### src/rtl/bg_pkg.sv
// ----------------------------------------------------------------------------
// bg_pkg
// Shared constants and types for the background renderer.
//   - Background image and screen geometry.
//   - Scroll clamp limits.
//   - rgb_t colour type.
//   - 16-entry PALETTE, also used by the sprite colour mapper.
// Optional build macro: BG_WRAP_EN. When it is defined, the x scroll may reach
// BG_W-1, because columns wrap around the image.
// ----------------------------------------------------------------------------
package bg_pkg;

    localparam int BG_W     = 960;
    localparam int BG_H     = 540;
    localparam int SCREEN_W = 640;
    localparam int SCREEN_H = 480;

`ifdef BG_WRAP_EN
    localparam logic [9:0] SX_MAX = 10'(BG_W - 1);
`else
    localparam logic [9:0] SX_MAX = 10'(BG_W - SCREEN_W);
`endif
    localparam logic [9:0] SY_MAX = 10'(BG_H - SCREEN_H);

    typedef struct packed {
        logic [7:0] r;
        logic [7:0] g;
        logic [7:0] b;
    } rgb_t;

    localparam rgb_t PALETTE [16] = '{
        24'h000000, 24'h800000, 24'h008000, 24'h808000,
        24'h000080, 24'h800080, 24'h008080, 24'hC0C0C0,
        24'h808080, 24'hFF0000, 24'h00FF00, 24'hFFFF00,
        24'h0000FF, 24'hFF00FF, 24'h00FFFF, 24'hFFFFFF
    };

    // Saturate a requested scroll offset to its legal maximum
    function automatic logic [9:0] clamp10(input logic [9:0] v, input logic [9:0] lim);
        return (v > lim) ? lim : v;
    endfunction

endpackage

### src/rtl/background_palette.sv
// ----------------------------------------------------------------------------
// background_palette
// Registered lookup of a 4-bit palette index into 24-bit RGB.
// Ports:
//   Clk, Reset_n   : clock and synchronous active-low reset
//   i_valid        : i_index belongs to a visible pixel
//   i_index        : palette index read from the background RAM
//   o_rgb          : colour. It is zero when the pixel is not valid.
//   o_transparent  : the index was 0 and the pixel is valid
//   o_valid        : o_rgb belongs to a visible pixel
// ----------------------------------------------------------------------------
module background_palette
    import bg_pkg::*;
(
    input  logic       Clk,
    input  logic       Reset_n,
    input  logic       i_valid,
    input  logic [3:0] i_index,
    output rgb_t       o_rgb,
    output logic       o_transparent,
    output logic       o_valid
);

    rgb_t r_rgb;
    logic r_transparent;
    logic r_valid;

    // Colour stage: blanked pixels output black so the mapper never sees stale colour
    always_ff @(posedge Clk) begin
        if (!Reset_n) begin
            r_rgb         <= 24'h000000;
            r_transparent <= 1'b0;
            r_valid       <= 1'b0;
        end else if (i_valid) begin
            r_rgb         <= PALETTE[i_index];
            r_transparent <= (i_index == 4'd0);
            r_valid       <= 1'b1;
        end else begin
            r_rgb         <= 24'h000000;
            r_transparent <= 1'b0;
            r_valid       <= 1'b0;
        end
    end

    assign o_rgb         = r_rgb;
    assign o_transparent = r_transparent;
    assign o_valid       = r_valid;

endmodule

### src/rtl/background_reader.sv
// ----------------------------------------------------------------------------
// background_reader
// Converts the VGA scan position into background RAM read addresses.
// A per-frame camera scroll offset is applied before the address is formed.
// The 4-bit palette index that the RAM returns is turned into RGB.
// The fixed latency from DrawX/DrawY to RGB is 3 cycles.
// Ports:
//   Clk, Reset_n                  : clock and synchronous active-low reset
//   pix_valid, DrawX, DrawY       : VGA display enable and scan position
//   scroll_we, scroll_x_in/_y_in  : scroll request strobe and offsets
//   read_address                  : registered RAM read address
//   ram_data                      : RAM output, valid one cycle after the address
//   Red, Green, Blue              : pixel colour
//   rgb_valid, transparent        : visible-pixel flag and palette-0 flag
// Optional build macro: BG_WRAP_EN. It enables horizontal wrap-around of
// columns.
// ----------------------------------------------------------------------------
module background_reader
    import bg_pkg::*;
#(
    parameter int ADDR_W = 19
) (
    input  logic              Clk,
    input  logic              Reset_n,
    input  logic              pix_valid,
    input  logic [9:0]        DrawX,
    input  logic [9:0]        DrawY,
    input  logic              scroll_we,
    input  logic [9:0]        scroll_x_in,
    input  logic [9:0]        scroll_y_in,
    output logic [ADDR_W-1:0] read_address,
    input  logic [3:0]        ram_data,
    output logic [7:0]        Red,
    output logic [7:0]        Green,
    output logic [7:0]        Blue,
    output logic              rgb_valid,
    output logic              transparent
);

    logic [9:0]        r_sx_shd;
    logic [9:0]        r_sy_shd;
    logic [9:0]        r_sx_act;
    logic [9:0]        r_sy_act;
    logic              r_v0;
    logic              r_v1;
    logic [ADDR_W-1:0] r_read_address;

    logic              w_frame_start;
    logic [9:0]        w_sx_eff;
    logic [9:0]        w_sy_eff;
    logic [10:0]       w_row;
    logic [10:0]       w_col_raw;
    logic [10:0]       w_col;
    logic [ADDR_W-1:0] w_addr;
    rgb_t              w_rgb;

    // Address generation from scan position and frame-stable scroll
    always_comb begin
        w_frame_start = pix_valid && (DrawX == 10'd0) && (DrawY == 10'd0);
        // On the frame-start pixel the shadow is already the value that becomes
        // active. Using it here means pixel (0,0) matches the rest of the frame.
        if (w_frame_start) begin
            w_sx_eff = r_sx_shd;
            w_sy_eff = r_sy_shd;
        end else begin
            w_sx_eff = r_sx_act;
            w_sy_eff = r_sy_act;
        end
        w_row     = {1'b0, DrawY} + {1'b0, w_sy_eff};
        w_col_raw = {1'b0, DrawX} + {1'b0, w_sx_eff};
`ifdef BG_WRAP_EN
        // DrawX < 640 and sx <= 959, so a single subtract is enough to wrap
        if (w_col_raw >= 11'(BG_W)) begin
            w_col = w_col_raw - 11'(BG_W);
        end else begin
            w_col = w_col_raw;
        end
`else
        w_col = w_col_raw;
`endif
        // The sum is formed directly at ADDR_W bits. This gives the same low
        // bits as the wider sum truncated to ADDR_W.
        w_addr = ADDR_W'(w_row) * ADDR_W'(BG_W) + ADDR_W'(w_col);
    end

    // Scroll shadow/active registers, stage-0 address and pipeline valid bits
    always_ff @(posedge Clk) begin
        if (!Reset_n) begin
            r_sx_shd       <= 10'd0;
            r_sy_shd       <= 10'd0;
            r_sx_act       <= 10'd0;
            r_sy_act       <= 10'd0;
            r_v0           <= 1'b0;
            r_v1           <= 1'b0;
            r_read_address <= '0;
        end else begin
            if (scroll_we) begin
                r_sx_shd <= clamp10(scroll_x_in, SX_MAX);
                r_sy_shd <= clamp10(scroll_y_in, SY_MAX);
            end
            // Non-blocking: a request on this same edge waits for the next frame
            if (w_frame_start) begin
                r_sx_act <= r_sx_shd;
                r_sy_act <= r_sy_shd;
            end
            r_v0 <= pix_valid;
            r_v1 <= r_v0;
            if (pix_valid) begin
                r_read_address <= w_addr;
            end
        end
    end

    background_palette u_palette (
        .Clk           (Clk),
        .Reset_n       (Reset_n),
        .i_valid       (r_v1),
        .i_index       (ram_data),
        .o_rgb         (w_rgb),
        .o_transparent (transparent),
        .o_valid       (rgb_valid)
    );

    assign read_address = r_read_address;
    assign Red          = w_rgb.r;
    assign Green        = w_rgb.g;
    assign Blue         = w_rgb.b;

endmodule

### config.mk
export PLATFORM = sky130hd
export DESIGN_NAME = background_reader
export DESIGN_NICKNAME = d
export VERILOG_FILES = /design/src/rtl/bg_pkg.sv /design/src/rtl/background_palette.sv /design/src/rtl/background_reader.sv
export SDC_FILE = /design/constraint.sdc
export NUM_CORES = 1
export LEC_CHECK = 0
export CORE_MARGIN = 2
export CORE_UTILIZATION = 45
export CTS_CLUSTER_DIAMETER = 60
export DETAILED_ROUTE_END_ITERATION = 12
export PLACE_DENSITY = 0.79
export SETUP_SLACK_MARGIN = 0.5
export SLEW_MARGIN = 20
export SYNTH_ARGS = -nofsm -noshare
export SYNTH_HDL_FRONTEND = slang
export SYNTH_SLANG_ARGS = --single-unit
### constraint.sdc
create_clock -name Clk -period 13.7 [get_ports Clk]
set_input_delay 1.37 -clock Clk [delete_from_list [all_inputs] [get_ports Clk]]
set_output_delay 1.37 -clock Clk [all_outputs]
set_load 0.05 [all_outputs]
==> results.py <==
metrics = {
    "status": {
        "outcome": "completed",
    },
    "final_layout": {
        "final_area_um2": 6110,
        "diodes": 0,
        "drive_gt1_share_pct": 7.55,
        "syn_to_final_growth_pct": 23.6,
        "final_nets": 713,
    },
    "worst_setup_path": {
        "cp.required_ps": 13990,
        "crit_chain": "clkdlybuf4s50_1, buf_4, or4b_1, nor4_2, buf_4, mux2_2, ha_1, fa_1, xor2_1, inv_1, fa_1, inv_1, fa_1, inv_1, fa_1, fa_1, inv_1, ha_1, and3_1, a211oi_1, a31o_1, o41a_1, or3_1, a31oi_1",
        "cp_slowest_cell": "fa_1",
        "slowest_delay_ps": 510,
        "path_depth": 24,
        "rr_endpoint": "read_address[18]",
        "end_kind": "flip-flop",
        "setup.reg_to_reg.worst_slack_ps": 8060,
        "worst_path_most_repeated_cell": "fa_1",
        "critPathCapture": "read_address[18]",
        "path_delay_family": "adder cells",
        "cp_max_fo": 29,
        "regToRegStartpoint": "r_sy_shd[0]",
        "crit_type": "input port to flip-flop",
        "path_buf_inv": 7,
        "reg2reg_depth": 19,
        "critPathLaunch": "pix_valid",
        "critical_path_arrival_ps": 8560,
        "startpoint_type": "input port",
    },
    "logic_synthesis": {
        "synth_edf_count": 0,
        "yosys-top-cells-area": "dfxtp_1 29%, ha_1 11%, fa_1 7.3%",
        "synth_ff_type": "dfxtp_1",
        "synth_common_cells": "72 x dfxtp_1, 47 x nor2_1, 42 x ha_1, 40 x inv_1, 30 x xnor2_1",
        "synth_compound_area_share_pct": 14.6,
        "synthArstFlopShare_pct": 0,
        "synth_area_um2": 4940,
        "syn-instance-count": 530,
        "ys_ff_latch": 72,
        "synth_fp_nets": 638,
        "synth_fa_ha_area_share_pct": 18.5,
        "yosysMostFrequentCell": "dfxtp_1",
        "synth.top_cell.area_share_pct": 29.2,
        "avgSynthCellArea_um2": 9.32,
        "synth-xor-area-share_pct": 7.39,
        "ys_seq_area_share_pct": 29.2,
        "synthMuxAreaShare_pct": 7.32,
        "synth.distinct_cells": 67,
        "synth_top_cell_by_area": "dfxtp_1",
        "synth_simple_gate_area_share_pct": 16.3,
        "yosys_warnings": 0,
        "synth_top_family_by_area": "adder cells",
    },
    "clock_tree": {
        "cts_num_sinks": 72,
        "holdBufCountCts": 0,
        "clk_pin_slew_ps": 80,
        "cts_resized": 0,
        "htree_levels": 3,
        "cts_buffers": 9,
        "cts-root-buf": "clkbuf_8",
        "clockBufferDepth": 2,
        "clock_latency_ps": 360,
        "tritoncts": "yes",
        "postCtsSetupBuffers": 0,
    },
    "job": {
        "maxCapViolCount": 0,
    },
    "global_routing": {
        "antenna_found_initial": 0,
        "track_usage_pct": 19.6,
        "grt_pass1_wl_um": 18100,
        "grt_max_degree": 35,
        "overflow": 0,
        "grt_pass1_vias": 3867,
    },
    "power_and_ir_drop": {
        "leakagePower_nw": 2.61,
        "power_density_nw_per_um2": 121,
        "ir_worst_vdd_mv": 0.0819,
    },
    "die": {
        "rows": 38,
        "num_io_pins": 93,
        "die-area_um2": 11800,
        "initial_core_util_pct": 45.8,
        "core-area_um2": 10800,
        "die_h_um": 109,
        "die_width_um": 109,
    },
    "route": {
        "postRouteAntennaNets": 0,
        "num_vias": 4012,
        "drtIter0Drc": 124,
        "via_per_inst": 5.36,
        "wire_per_inst_um": 14.8,
        "drt_first_pass_iters": 4,
        "finalWirelength_um": 11100,
        "drc": 0,
    },
    "sta": {
        "rsz0062_at_grt": "no",
        "timing.slew.headroom_pct": 55.5,
        "fin_crit_ps": 8270,
        "setup_slack_ps": 5430,
        "hold_slack_ps": 438,
        "hold_viol": 0,
        "fin_worst_skew_ps": 8.35,
        "fin_crit_sh_pct": 60.4,
        "tns_ps": 0,
        "tightest_slew_ps": 663,
        "finalSetupViolCount": 0,
        "drv_slew": 0,
        "max_freq_ghz": 0.121,
    },
    "min_path": {
        "min_path_type": "flip-flop to flip-flop",
    },
    "placed_design": {
        "place_congestion": 0.857,
        "placed_cell_area_um2": 5890,
        "place_ws_ps": 5010,
        "hpwlAfterDp_um": 8750,
        "port_buffers": 92,
    },
}
[registers in the layout, summed over array words and instances, names as in the netlist]
register / flops
r_sx_act: 10
r_sx_shd: 10
r_sy_act: 10
r_sy_shd: 10
r_v0: 1
r_v1: 1
read_address: 19
u_palette.o_rgb: 9
u_palette.o_transparent: 1
u_palette.o_valid: 1
[final cells by class]
class / count / area (um2)
clock buffers: 9 / 124
clock inverters: 6 / 93.8
fillers: 949 / 4680
inverters: 41 / 154
multi-input cells: 386 / 3180
flip-flops and latches: 72 / 1440
well taps: 140 / 175
repair buffers: 95 / 943
[routing by layer]
metal	track usage, %	vias up	wire length (um)
met2	33.4	107	5480
met3	3.89	19	577
met1	24.1	1894	4760
li1	-	1992	-
met4	7.97	0	294
met5	0	-	0
[cell usage in the layout (no fill, tap or decap), types with 4 or more instances in the layout]
master / synthesis / routed
mux2_1: 6 / 6
or3_1: 4 / 4
xor2_1: 8 / 8
and3_1: 10 / 10
a211oi_1: 9 / 9
clkbuf_8: 0 / 9
a22o_1: 6 / 6
nand2_1: 17 / 17
nor3_1: 6 / 6
nand2b_1: 6 / 6
inv_1: 40 / 40
and2_1: 21 / 21
nor2_1: 47 / 47
o221a_2: 4 / 4
nand4_1: 4 / 4
o21ai_0: 11 / 11
clkdlybuf4s50_1: 0 / 92
a21o_1: 8 / 8
fa_1: 18 / 18
nor3b_1: 4 / 4
a21oi_1: 25 / 25
nor4_1: 5 / 4
nand3_1: 9 / 9
xnor2_1: 30 / 30
mux2i_1: 17 / 17
ha_1: 42 / 42
dfxtp_1: 72 / 72
mux2_2: 11 / 11
[worst register-to-register path: cells and delay by family (launching register included)]
| family | cells | cell delay [ps] |
|---|---|---|
| xor+xnor | 1 | 370 |
| compound gates | 4 | 820 |
| mux | 1 | 270 |
| flops | 1 | 320 |
| buf+inv | 4 | 270 |
| simple gates | 2 | 600 |
| fa+ha+maj | 7 | 2930 |
[cells by family (layout without fill, tap and decap cells)]
logic type                 count (synthesis)  count (layout)
muxes                                     34              34
AOI/OAI and AO/OA                         97              97
buffers and inverters                     72             151
xor gates and xnor gates                  40              40
DFF                                       72              72
adders and majority gates                 63              63
and+or+nand+nor                          152             152
[through the flow]
step                instances  total power, W  util, %
global route              749        0.000782     56.6
CTS                       749        0.000741     56.6
global placement          734        0.000548     54.6
finish                    749        0.000737     56.6
detailed placement        734        0.000555     54.6
floorplan                 530        0.000474        -
[power breakdown]
part	total, W	switching (W)	internal, W
clock network	0.000185	0.0000823	0.000103
logic	0.000322	0.000189	0.000133
registers	0.000230	0.00000752	0.000223
total	0.000737	0.000279	0.000458
[worst min-delay path by stage]
stage	startpoint	to	slack, ps	cells past startpoint
CTS	r_v0	r_v1	440	1
finish	r_v0	r_v1	440	1
global route	r_v0	r_v1	460	1
floorplan	r_v0	r_v1	410	1
global placement	r_v0	r_v1	410	1
detailed placement	r_v0	r_v1	430	1
Note: power is estimated with default switching activity, not from simulation.
